$ cat src/rtl/branch_predict_ctrl.sv
// Fetch-side branch predictor and EX-resolution redirect controller.
// Define BRANCH_PREDICT_EN to build the direct-mapped history/target table; otherwise no prediction is made.
module branch_predict_ctrl #(
  parameter int PC_W  = 9,
  parameter int IDX_W = 4
) (
  input  logic            clk,
  input  logic            reset,
  input  logic [PC_W-1:0] if_pc,
  output logic            pred_taken,
  output logic [PC_W-1:0] pred_target,
  input  logic            ex_valid,
  input  logic            ex_hold,
  input  logic [PC_W-1:0] ex_pc,
  input  logic [1:0]      ex_ctrl_transfer,
  input  logic            ex_taken,
  input  logic [31:0]     ex_target,
  input  logic            ex_pred_taken,
  input  logic [PC_W-1:0] ex_pred_target,
  output logic            redirect,
  output logic [31:0]     redirect_pc,
  output logic            flush,
  output logic [15:0]     mispredict_cnt
);

  localparam int ENTRIES = 1 << IDX_W;
  localparam int TAG_W   = PC_W - IDX_W - 2;

  localparam logic [0:0] S_IDLE = 1'b0;
  localparam logic [0:0] S_HELD = 1'b1;

  logic [0:0]  r_state;
  logic [15:0] r_cnt;
  logic        w_taken;
  logic        w_mispredict;
  logic        w_resolve;
  logic [31:0] w_act_pc;

  always_comb begin
    w_taken = 1'b0;
    case (ex_ctrl_transfer)
      2'b01:   w_taken = ex_taken;
      2'b10,
      2'b11:   w_taken = 1'b1;
      default: w_taken = 1'b0;
    endcase
  end

  assign w_act_pc = w_taken ? ex_target : ({{(32-PC_W){1'b0}}, ex_pc} + 32'd4);

`ifdef BRANCH_PREDICT_EN
  assign w_mispredict = (ex_pred_taken != w_taken) |
                        (w_taken & ex_pred_taken & ({{(32-PC_W){1'b0}}, ex_pred_target} != ex_target));
`else
  // Nothing is ever predicted taken, so every taken transfer is a mispredict.
  logic w_unused_pred;
  assign w_unused_pred = ^{if_pc, ex_pred_taken, ex_pred_target};
  assign w_mispredict  = w_taken;
`endif

  assign redirect       = ex_valid & w_mispredict;
  assign flush          = redirect;
  assign redirect_pc    = redirect ? w_act_pc : 32'd0;
  assign mispredict_cnt = r_cnt;
  // A held instruction keeps driving redirect but must not update state twice.
  assign w_resolve      = ex_valid & (r_state == S_IDLE);

  always_ff @(posedge clk or posedge reset) begin
    if (reset) begin
      r_state <= S_IDLE;
    end else begin
      case (r_state)
        S_IDLE:  if (ex_valid && ex_hold) r_state <= S_HELD;
        S_HELD:  if (!ex_hold) r_state <= S_IDLE;
        default: r_state <= S_IDLE;
      endcase
    end
  end

  always_ff @(posedge clk or posedge reset) begin
    if (reset) begin
      r_cnt <= 16'd0;
    end else if (w_resolve && w_mispredict && (r_cnt != 16'hFFFF)) begin
      r_cnt <= r_cnt + 16'd1;
    end
  end

`ifdef BRANCH_PREDICT_EN
  logic [ENTRIES-1:0] r_valid;
  logic [ENTRIES-1:0] r_jal;
  logic [TAG_W-1:0]   r_tag    [ENTRIES];
  logic [PC_W-1:0]    r_target [ENTRIES];
  logic [1:0]         r_ctr    [ENTRIES];

  logic [IDX_W-1:0] w_if_idx;
  logic [IDX_W-1:0] w_ex_idx;
  logic [TAG_W-1:0] w_if_tag;
  logic [TAG_W-1:0] w_ex_tag;
  logic             w_if_hit;
  logic             w_ex_hit;

  assign w_if_idx = if_pc[IDX_W+1:2];
  assign w_if_tag = if_pc[PC_W-1:IDX_W+2];
  assign w_ex_idx = ex_pc[IDX_W+1:2];
  assign w_ex_tag = ex_pc[PC_W-1:IDX_W+2];
  assign w_if_hit = r_valid[w_if_idx] & (r_tag[w_if_idx] == w_if_tag);
  assign w_ex_hit = r_valid[w_ex_idx] & (r_tag[w_ex_idx] == w_ex_tag);

  assign pred_taken  = w_if_hit & (r_jal[w_if_idx] | r_ctr[w_if_idx][1]);
  assign pred_target = w_if_hit ? r_target[w_if_idx] : '0;

  always_ff @(posedge clk or posedge reset) begin
    if (reset) begin
      r_valid <= '0;
      r_jal   <= '0;
      for (int i = 0; i < ENTRIES; i++) begin
        r_tag[i]    <= '0;
        r_target[i] <= '0;
        r_ctr[i]    <= 2'b01;
      end
    end else if (w_resolve) begin
      case (ex_ctrl_transfer)
        2'b01: begin
          if (w_ex_hit) begin
            if (ex_taken) begin
              if (r_ctr[w_ex_idx] != 2'b11) r_ctr[w_ex_idx] <= r_ctr[w_ex_idx] + 2'd1;
              r_target[w_ex_idx] <= ex_target[PC_W-1:0];
            end else if (r_ctr[w_ex_idx] != 2'b00) begin
              r_ctr[w_ex_idx] <= r_ctr[w_ex_idx] - 2'd1;
            end
          end else if (ex_taken) begin
            r_valid[w_ex_idx]  <= 1'b1;
            r_tag[w_ex_idx]    <= w_ex_tag;
            r_target[w_ex_idx] <= ex_target[PC_W-1:0];
            r_ctr[w_ex_idx]    <= 2'b10;
            r_jal[w_ex_idx]    <= 1'b0;
          end
        end
        2'b10: begin
          r_valid[w_ex_idx]  <= 1'b1;
          r_tag[w_ex_idx]    <= w_ex_tag;
          r_target[w_ex_idx] <= ex_target[PC_W-1:0];
          r_jal[w_ex_idx]    <= 1'b1;
        end
        // JALR targets are not stable and non-branch hits are aliases: drop them.
        default: begin
          if (w_ex_hit) r_valid[w_ex_idx] <= 1'b0;
        end
      endcase
    end
  end
`else
  assign pred_taken  = 1'b0;
  assign pred_target = '0;
`endif

endmodule

$ cat config.mk
export PLATFORM = sky130hd
export DESIGN_NAME = branch_predict_ctrl
export DESIGN_NICKNAME = d
export VERILOG_FILES = /design/src/rtl/branch_predict_ctrl.sv
export SDC_FILE = /design/constraint.sdc
export NUM_CORES = 1
export LEC_CHECK = 0
export CAP_MARGIN = 20
export CORE_MARGIN = 2
export CORE_UTILIZATION = 30
export DETAILED_ROUTE_END_ITERATION = 7
export GPL_ROUTABILITY_DRIVEN = 0
export PLACE_DENSITY_LB_ADDON = 0.1
export SYNTH_ARGS = -nofsm -noshare
export SYNTH_HDL_FRONTEND = slang
export SYNTH_SLANG_ARGS = --single-unit
$ cat constraint.sdc
create_clock -name clk -period 4.1 [get_ports clk]
set_input_delay 0.615 -clock clk [delete_from_list [all_inputs] [get_ports clk]]
set_output_delay 0.615 -clock clk [all_outputs]
set_load 0.005 [all_outputs]
==> results of run 1 <==
synth_stat cells, types with 2 or more instances:
master    instances
mux2_2            3
xnor2_1           7
o21ai_0           2
and3_1            2
nand4_1           8
nor4_1            3
clkbuf_1          3
nand3_1           5
o21a_1            2
inv_1             2
buf_4            11
and2_1           33
a21oi_1           3
nor2_1            2
nand2b_1          3
dfrtp_1          17
nor3_1            2
o211ai_1          2
xor2_1            4
critical path, delay by kind of cell:
family / cells / cell delay [ns]
AND/OR/NAND/NOR: 2 / 0.43
AO/OA/AOI/OAI: 1 / 0.14
buffers and inverters: 3 / 1.47
sequential cells by signal (all words and copies together), names as in the netlist:
register        cells
r_state             1
mispredict_cnt     16
final timing paths:
| path | start | endpoint | slack, ns | cells past startpoint |
|---|---|---|---|---|
| worst max-delay path | ex_taken | redirect_pc[2] | 0.83 | 6 |
| worst min-delay path | mispredict_cnt[12] | mispredict_cnt[12] | 0.52 | 1 |
| worst max register to register | mispredict_cnt[0] | mispredict_cnt[1] | 2.22 | 5 |
| worst min register to register | mispredict_cnt[12] | mispredict_cnt[12] | 0.52 | 1 |
| max in group asynchronous | reset | mispredict_cnt[8] | 2.94 | 2 |
| min in group asynchronous | reset | mispredict_cnt[4] | 0.75 | 2 |
kinds of logic (layout without fill, tap and decap cells):
logic type	count (synthesis)	after routing	share of synthesized area [%]
muxes	3	3	2.97
and+or+nand+nor	64	64	35.9
xor gates and xnor gates	11	11	8.48
adders and majority gates	1	1	1.10
buffers and inverters	16	94	8.92
other	1	10	0.330
AOI/OAI and AO/OA	9	9	4.84
DFF	17	17	37.4
cells in the final DEF, fill, tap and decap left out, types with 2 or more instances in the layout:
cell / count
clkdlybuf4s50_1: 88
and2_1: 33
dfrtp_1: 17
conb_1: 10
nand4_1: 8
xnor2_1: 7
nand3_1: 5
xor2_1: 4
nand2b_1: 3
a21oi_1: 3
nor4_1: 3
mux2_2: 3
clkbuf_8: 3
o211ai_1: 2
o21ai_0: 2
and3_1: 2
nor3_1: 2
inv_1: 2
o21a_1: 2
nor2_1: 2
metal layers:
metal | vias up | track usage [%]
met5 | - | 0
met4 | 0 | 3.91
met2 | 60 | 24.6
li1 | 578 | -
met3 | 2 | 7.02
met1 | 495 | 15.3
power groups by stage:
stage / registers [W] / clock network, W / logic (W)
global route: 0.000242 / 0.000132 / 0.000216
global placement: 0.000240 / 0 / 0.000197
CTS: 0.000237 / 0.000126 / 0.000201
floorplan: 0.000236 / 0 / 0.0000719
finish: 0.000236 / 0.000122 / 0.000197
detailed placement: 0.000240 / 0 / 0.000200
metrics by stage:
step                      instances  utilization [%]  power, W
final                           257             56.3  0.000556
after global routing            257             56.3  0.000589
after CTS                       257             56.3  0.000564
after detailed placement        253             55.1  0.000441
after global placement          253             55.1  0.000437
after floorplan                 131                -  0.000308
cell type report:
class	instances	area, sq um
flip-flops and latches	17	425
well taps	48	60.1
multi-input cells	98	643
fillers	333	1600
repair buffers	88	881
clock buffers	4	45.0
inverters	2	7.51
==> run metrics, run 1 <==
Clock Path Buffers 2; Synth Cell Area 1140 sq um; DR pass1 iterations 2; number of global-route vias before repair 1103; Worst IR Drop VDD ~0.15 mV; Syn. warnings 0; DR vias/cell 4.42; number of synthesized flops with an enable pin 0; combinational share of power 35.5%; Die Wd 65.5 microns; Crit Path Category in -> out; Sw Pwr around 0.00016 W; Seq cells post-synth 17; sequential share of power 42.5%; I/O pin count 127; Main synth FF type dfrtp_1; Synth top area share a little under two fifths; Detail Placement HPWL 2590 microns; LEAKAGE a little over 0.8 nW; clock latency on the worst-skew pair 0.24 ns; final slew viol count 0; max layer used met4; Syn Area/Cell 9.31 sq um; cts hold-fix bufs 0; CP Capture Type output pin; CTS tree done; RSZ-0062 raised after global routing no; Detail Route Antenna Nets 0; met2 routed WL ~1500 microns; H-tree depth 1; # clock sinks 17; DR WL met3 around 400 microns; area leader, netlist dfrtp_1; Setup-failing EPs final 0; Worst EP arrival 2.66 ns; DR iter-0 viols 39; slack of the critical path 0.830 ns; asr flop ratio synth 100%; worst path required time around 3.5 ns; total CTS buffers 3; full die area 4300 sq um; largest net degree at the start of global routing 35; Syn-to-layout area delta 81.5%; max frequency 306 MHz; PD cells 270 nW/um^2; Post-Synthesis Cells approximately 120; Clock power frac 22.0%; library cells used by synthesis 27; CP Max Fanout 34; slew margin rel. 55.3%; global route total overflow 0; WL/cell 12.1 microns; Pint ~0.00040 W; worst-path cell chain clkdlybuf4s50_1 > a21oi_1 > nand2b_1 > inv_1 > and2_1 > clkdlybuf4s50_1; CP max stage cell clkdlybuf4s50_1; drt total wl about 3100 microns; WL met1 1160 microns; area post-placement roughly 2000 sq um; Least-Margin Pin Slew 0.665 ns; Period minus WS final 3.27 ns; share of cells above drive strength 1 4.31%; Worst setup SP type input port; top cells by area in the synthesized netlist dfrtp_1 37%, and2_1 18%, buf_4 7.3%; most used cell, CP clkdlybuf4s50_1; IO buf count 88; skew final 0.00273 ns; via count 1135; Max-Cap Viols 0; Std-Cell Rows 22; period utilization between 70% and 80%; Post-CTS Setup Repair Bufs 0; drc violations 0; post-CTS resize count 0; Inserted Diodes 0; initial antenna violation count 0; switching share of power 28.0%; outcome completed; die height 65.5 microns; Clk pin slew, worst setup/hold paths 0.06 ns; Root Buffer Master clkbuf_8; Fin Setup TNS 0 ns; core area about 3700 sq um; Crit path largest cell delay 0.52 ns; hold_ws 0.518 ns; first-pass GRT wire length 4750 microns; Final Hold Vio Count 0; Setup WS pre-CTS 0.799 ns; post-route cell area 2060 sq um; nets ~280; post-synthesis sequential area ratio between 30 and 40%; GRT Overall Usage 14.2%; HP Class reg -> reg; Initial Utilization a little under a third
Note: power is estimated with default switching activity, not from simulation.
==> inputs of run 2 (changes only) <==
Settings changed: CORE_UTILIZATION 30 to 28.
Clock period 4.1 ns to 3.3 ns, I/O delays scaled along.
==> run metrics, run 2 (synthesis gave the netlist of run 1 again) <==
period utilization between 90% and 100%; H-tree depth 1; post-CTS resize count 0; Pwr Total around 0.00070 W; initial antenna violation count 0; area post-placement about 2000 sq um; CP Max Fanout 34; Post-CTS Setup Repair Bufs 0; # clock sinks 17; Reg2Reg Depth 4; Syn-to-layout area delta 81.7%; LEAKAGE between 0.8 and 0.9 nW; PD cells 338 nW/um^2; DR vias/cell 4.47; CP Capture Type output pin; most frequent cells in the layout 88 x clkdlybuf4s50_1, 33 x and2_1, 17 x dfrtp_1, 10 x conb_1, 8 x nand4_1; max frequency 327 MHz; IO buf count a little under 90; I/O pin count 127; Largest register FFs 16; reg-to-reg critical path endpoint mispredict_cnt[11]; DR iter-0 viols 44; clock latency on the worst-skew pair 0.25 ns; Detail Route Antenna Nets 0; Worst setup SP type input port; Inserted Diodes 0; Clk pin slew, worst setup/hold paths 0.06 ns; Final Hold Vio Count 0; most common cell after layout, fill and taps aside clkdlybuf4s50_1; WHS Path Cells 1; Setup-failing EPs final 0; outcome completed; Hold Path End mispredict_cnt[7]; first-pass GRT wire length 4880 microns; drt total wl approximately 3300 microns; CTS tree done; largest net degree at the start of global routing 35; Max-Cap Viols 0; RSZ-0062 raised after global routing no; number of global-route vias before repair about 1100; Worst EP arrival 2.57 ns; final slew viol count 0; Std-Cell Rows 23; skew final just under 0.001 ns; post-route cell area roughly 2100 sq um; slew margin rel. between 40% and 50%; total CTS buffers 3; R2R setup slack 1.31 ns; Die Wd roughly 68 microns; WL/cell 12.9 microns; die height 67.7 microns; nets 278; Period minus WS final 3.06 ns; HP Class reg -> reg; Clock Path Buffers 2; Crit Path Category in -> out; GRT Overall Usage 14.1%; drc violations 0; hold_ws 0.513 ns; Worst IR Drop VDD 0.169 mV; core area between 3000 and 4000 sq um; cts hold-fix bufs 0; Worst R2R Start r_state; global route total overflow 0; Fin Setup TNS 0 ns; Least-Margin Pin Slew 0.845 ns; Util after Layout a little over half; via count roughly 1200; share of cells above drive strength 1 4.31%; worst path required time 2.80 ns; full die area around 4600 sq um; worst hold start mispredict_cnt[7]; Detail Placement HPWL 2760 microns; DR pass1 iterations 4; Root Buffer Master clkbuf_8; Initial Utilization 28.8%
## run 2: cell counts in the layout (fill, tap and decap cells not counted)
No cell type changed its count.
## run 2: power by group
| part | internal [W] | switching, W |
|---|---|---|
| Sequential | 0.000244 | 0.0000507 |
| Combinational | 0.000168 | 0.0000796 |
| Clock | 0.0000858 | 0.0000702 |
| Total | 0.000498 | 0.000201 |
## run 2: worst max-delay path by stage
stage,from,endpoint,slack (ns)
after floorplan,ex_taken,redirect_pc[22],1.41
after global placement,ex_taken,redirect_pc[0],0.29
after detailed placement,ex_taken,redirect_pc[24],0.21
after CTS,ex_taken,redirect_pc[11],0.18
after global routing,ex_taken,redirect_pc[31],0.04
final,ex_taken,redirect_pc[11],0.24
## run 2: per-layer routing
layer  routed length [microns]  track usage [%]  up-vias
met2                      1790             25.9       52
met1                      1280             15.7      528
met3                       210             2.50        5
li1                          -                -      573
met5                         0                0        -
met4                        53             6.12        0
## run 2: area by class of cell
class                           count  area, sq um
Fill cell                         347         1880
Timing Repair Buffer               88          881
Multi-Input combinational cell     98          643
Sequential cell                    17          425
Tap cell                           50         62.6
Clock buffer                        4         45.0
Inverter                            2         7.51
## run 2: worst max-delay path: stages
cell	delay [ns]
clkdlybuf4s50_1	0.46
a21oi_1	0.15
nand2b_1	0.21
inv_1	0.51
and2_1	0.22
clkdlybuf4s50_1	0.51
## run 2: per-stage QoR
stage                     worst slack, ns  std cells
final                               0.238        259
after floorplan                      1.41        131
after global routing               0.0442        259
after CTS                           0.175        259
after global placement              0.287        255
after detailed placement            0.213        255
==> edit 1 (config.mk and constraints of run 2) <==
The parameter `PC_W` goes from 9 to 10.
--- a/src/rtl/branch_predict_ctrl.sv
+++ b/src/rtl/branch_predict_ctrl.sv
@@ -3,3 +3,3 @@
 module branch_predict_ctrl #(
-  parameter int PC_W  = 9,
+  parameter int PC_W  = 10,
   parameter int IDX_W = 4
Ports: changed (resized ex_pc, ex_pred_target, if_pc and pred_target); port bits go from 127 to 131. The function was not compared with the original's and may differ.
==> edit 1 against run 2 <==
Utilization about the same; global-route usage rose by 1.5 points; synthesized area rose by 1.2%; sequential power decreased by 3%; sequential cell count is the same; via count grew 0.60%; design area rose by 0.73%; routed wire length is 8.0% higher; total power down 0.25%; synthesized cell count grew 0.82%; sequential share of layout area down 0.15 points; setup slack improved by 0.38 ns.
==> edit 1: results <==
group,metric,value,unit
critical_path,worstPathArrival,2.18,ns
outcome,status,"complete, no violations",
yosys,synth_xor_area_share,8.38,%
placement,pre_cts_ws,0.605,ns
drt,drt_iter0_markers,22,
clock_network,clk_latency,0.25,ns
critical_path,path_delay_family,"buffers and inverters",
drt,viasPerCell,4.46,
yosys,synth-compound-area-share,4.90,%
grt,grt_pass1_wl,5460,um
yosys,ys.warnings.count,0,
critical_path,reg2reg_depth,5,
placement,numPortBuffers,88,
critical_path,cp_slowest_cell,"clkdlybuf4s50_1",
yosys,synth_fa_ha_area_share,1.09,%
timing,period_needed,2.68,ns
clock_network,clock-root-buffer,"clkbuf_8",
critical_path,cpPeakStageDelay,0.45,ns
power_and_ir_drop,p_sw_share,28.4,%
clock_network,post_cts_buffers,0,
timing,slew_headroom,53.7,%
yosys,yosys.cell_types.count,31,
grt,grt_max_degree,35,
timing,hold_slack,0.474,ns
yosys,synth.area.mux_share,3.26,%
final_layout,n_antenna_cell,0,
yosys,yosys-top-cells-count,"33 x and2_1, 17 x dfrtp_1, 12 x buf_4",
grt,antenna_found_initial,0,
critical_path,reg2reg_from,"mispredict_cnt[0]",
timing,fin_skew,0.00257,ns
final_layout,nNetsFinal,283,
clock_network,post_cts_resized,0,
critical_path,crit_fanout,34,
final_layout,drive_gt1_share,6.16,%
yosys,yosysSeqAreaShare,37.0,%
grt,grt.total_usage,15.6,%
clock_network,clk_pin_slew_worst_paths,0.07,ns
worst_hold_path,hp-class,"flop to flop",
placement,post_dp_cell_area,2030,um2
drt,dr.pass1.iters,4,
clock_network,cts_made_buffers,3,
power_and_ir_drop,leakagePower,0.848,nW
critical_path,reg2reg_setup_slack,1.31,ns
drt,routed_wl,3600,um
critical_path,worstSetupEndpoint,"redirect_pc[27]",
critical_path,cp-startpoint,"ex_taken",
power_and_ir_drop,peakVddDrop,0.231,mV
clock_network,clock_path_buffers,2,
grt,grt_pass1_vias,1122,
final_layout,largest_register_ffs,16,
yosys,synth_area_leaders,"dfrtp_1 37%, and2_1 18%, buf_4 7.8%, xnor2_1 7.6%, nand4_1 5.4%",
yosys,synth_ff_type,"dfrtp_1",
critical_path,rr_endpoint,"mispredict_cnt[1]",
placement,hpwl,2900,um
yosys,synthArstFlopShare,100,%
clock_network,htreeDepth,1,
## edit 1: changes by cell type after synthesis, sizes merged, moves of 2 or more
cell / before / now
nand4: 9 / 11
buf: 11 / 13
nor4: 4 / 2
xor2: 4 / 1
xnor2: 7 / 10
nand2b: 3 / 1
## edit 1: power groups by stage
stage | sequential, mW | combinational [mW] | clock, mW
global placement | 0.286 | 0.250 | 0
detailed placement | 0.290 | 0.256 | 0
global route | 0.293 | 0.280 | 0.176
floorplan | 0.286 | 0.0980 | 0
finish | 0.286 | 0.253 | 0.158
CTS | 0.286 | 0.257 | 0.163
## edit 1: metal layers
layer | part of all wire (%) | vias to the layer above | wire length [um] | global-route usage (%)
met3 | 11 | 2 | 392 | 5.10
met5 | 0 | - | 0 | 0
met1 | 39 | 537 | 1400 | 17.9
met2 | 50 | 55 | 1790 | 28.3
met4 | 0.36 | 0 | 13 | 3.00
li1 | - | 571 | - | -
## edit 1: metrics by stage
| step | power, mW | instances | util (%) |
|---|---|---|---|
| floorplan | 0.384 | 133 | - |
| global placement | 0.536 | 257 | 51.2 |
| detailed placement | 0.546 | 257 | 51.2 |
| CTS | 0.706 | 261 | 52.4 |
| global route | 0.748 | 261 | 52.4 |
| finish | 0.697 | 261 | 52.4 |
## edit 1: cell families (layout without fill, tap and decap cells)
group,after synthesis,after routing
buf+inv,18,96
other cells,1,11
simple gates,63,63
compound gates,9,9
mux,3,3
flops,17,17
xor+xnor,11,11
fa+ha+maj,1,1
## edit 1: worst min-delay path by stage
stage,cells after the start,to,start
floorplan,1,mispredict_cnt[0],reset
global placement,1,r_state,r_state
detailed placement,1,r_state,r_state
CTS,1,r_state,r_state
global route,1,r_state,r_state
finish,1,r_state,r_state
## edit 1: cell type report
cell class	count	area, um2
fill	361	1890
timing repair buffer	90	896
multi-input combinational	98	642
sequential	17	425
tap	50	62.6
clock buffer	3	41.3
inverter	2	7.51
clock inverter	1	5.00
==> edit 2 (settings of run 2) <==
Without the edit above. Register the inputs `ex_valid` and `ex_hold` before use, with the module's reset. The logic sees them one clock later. The other inputs are not delayed to match.
--- a/src/rtl/branch_predict_ctrl.sv
+++ b/src/rtl/branch_predict_ctrl.sv
@@ -31,2 +31,15 @@
 
+  logic ex_valid_q;
+  logic ex_hold_q;
+
+  always_ff @(posedge clk or posedge reset) begin
+    if (reset) begin
+      ex_valid_q <= '0;
+      ex_hold_q  <= '0;
+    end else begin
+      ex_valid_q <= ex_valid;
+      ex_hold_q  <= ex_hold;
+    end
+  end
+
   logic [0:0]  r_state;
@@ -60,3 +73,3 @@
 
-  assign redirect       = ex_valid & w_mispredict;
+  assign redirect       = ex_valid_q & w_mispredict;
   assign flush          = redirect;
@@ -65,3 +78,3 @@
   // A held instruction keeps driving redirect but must not update state twice.
-  assign w_resolve      = ex_valid & (r_state == S_IDLE);
+  assign w_resolve      = ex_valid_q & (r_state == S_IDLE);
 
@@ -72,4 +85,4 @@
       case (r_state)
-        S_IDLE:  if (ex_valid && ex_hold) r_state <= S_HELD;
-        S_HELD:  if (!ex_hold) r_state <= S_IDLE;
+        S_IDLE:  if (ex_valid_q && ex_hold_q) r_state <= S_HELD;
+        S_HELD:  if (!ex_hold_q) r_state <= S_IDLE;
         default: r_state <= S_IDLE;
Behaviour: not the same (a bounded check fails within 4 cycles, from zero or initial values and one cycle with reset high).
==> edit 2 against run 2 <==
Sequential share of layout area rose by 1.5 points; routed wire length rose by 12%; global-route usage rose by 0.90 points; total power rose by 20%; synthesized area rose by 7.9%; via count rose by 7.1%; non-clock buffer count rose by 1; design area rose by 4.1%; sequential cell count rose by 2; first-iteration DRC count fell by 52%; setup slack improved by 0.45 ns; clock skew rose by 0.0050 ns.
==> edit 2: results <==
group,metric,value,unit
outcome,status,"complete, no violations",
grt,grt_pass1_wl,5930,um
critical_path,crit_fanout,33,
power_and_ir_drop,leakagePower,0.960,nW
power_and_ir_drop,p_comb_share,37.4,%
timing,tightest_slew,0.788,ns
clock_network,post_cts_buffers,0,
drt,dr.pass1.iters,4,
drt,maxUsedRoutingLayer,"met4",
timing,max_freq,382,MHz
clock_network,cts_made_buffers,3,
placement,hpwl,2900,um
grt,met3_usage,3.61,%
power_and_ir_drop,peakVddDrop,0.341,mV
critical_path,path_delay_family,"buffers and inverters",
timing,fin_skew,0.00603,ns
yosys,synthArstFlopShare,100,%
yosys,ys.warnings.count,0,
clock_network,htreeDepth,1,
critical_path,worstPathArrival,2.12,ns
yosys,yosys-top-cells-count,"35 x and3_1, 19 x dfrtp_1, 11 x buf_4",
final_layout,drive_gt1_share,4.67,%
critical_path,cpPeakStageDelay,0.52,ns
power_and_ir_drop,p_sw,0.256,mW
final_layout,fill_cells,415,
drt,drt-wirelength-per-cell,14.0,um
grt,grt.total_usage,15.0,%
grt,grt_max_degree,36,
yosys,synth_area_leaders,"dfrtp_1 39%, and3_1 18%, xor2_1 7.1%, buf_4 6.7%, xnor2_1 2.9%",
yosys,synth_edf_count,0,
yosys,yosysSeqAreaShare,38.8,%
timing,drv_slew,0,
worst_hold_path,hp-class,"flop to flop",
final_layout,nNetsFinal,283,
grt,antenna_found_initial,0,
yosys,synth_ff_type,"dfrtp_1",
timing,hold_violations,0,
clock_network,post_cts_resized,0,
clock_network,clk_pin_slew_worst_paths,0.06,ns
power_and_ir_drop,pg_seq,0.367,mW
drt,wl_met2,1850,um
grt,grt.met1_usage,18.8,%
yosys,yosys.cell_types.count,29,
grt,met2_usage,26.0,%
drt,viasPerCell,4.66,
clock_network,clock_path_buffers,2,
placement,numPortBuffers,88,
drt,met1_length,1590,um
critical_path,cp_slowest_cell,"clkdlybuf4s50_1",
grt,grt_pass1_vias,1143,
drt,drt_iter0_markers,21,
drt,dr_wl_met3,261,um
final_layout,largest_register_ffs,16,
-- edit 2: changes by cell type in the layout (fill, tap and decap cells not counted), moves of 3 or more --
cell / before / now
and2_1: 33 / 2
mux2_2: 3 / 0
xor2_1: 4 / 10
and3_1: 2 / 35
nand4_1: 8 / 5
xnor2_1: 7 / 4
-- edit 2: layout make-up --
type | instances | area [um2] | area share, %
Inverter | 1 | 3.75 | 0.175
Sequential cell | 19 | 475 | 22.1
Clock buffer | 4 | 45.0 | 2.10
Timing Repair Buffer | 89 | 888 | 41.4
Multi-Input combinational cell | 101 | 671 | 31.2
Tap cell | 52 | 65.1 | 3.03
-- edit 2: worst paths after layout --
kind	startpoint	slack [ns]	depth (start not counted)	to
worst min-delay path	ex_hold_q	0.46	1	r_state
worst max-delay path	ex_taken	0.68	5	redirect_pc[27]
worst max register to register	ex_valid_q	1.15	4	mispredict_cnt[15]
worst min register to register	ex_hold_q	0.46	1	r_state
min in group asynchronous	reset	0.68	2	mispredict_cnt[12]
max in group asynchronous	reset	2.17	2	mispredict_cnt[4]
-- edit 2: stage by stage --
stage	hold WS [ns]	std cells	area, um2	setup slack, ns	total power [mW]
after floorplan	0.433	139	1260	1.57	0.482
after global placement	0.443	262	2100	0.738	0.680
after detailed placement	0.449	262	2100	0.706	0.685
after CTS	0.465	266	2150	0.694	0.850
after global routing	0.485	266	2150	0.613	0.895
final	0.458	266	2150	0.684	0.836
-- edit 2: cell families after synthesis --
family,Yosys count,synth area share [%]
simple gates,70,36.9
flops,19,38.8
buf+inv,19,9.28
xor+xnor,14,10.0
compound gates,5,2.45
fa+ha+maj,1,1.02
other cells,1,0.306
mux,1,1.22
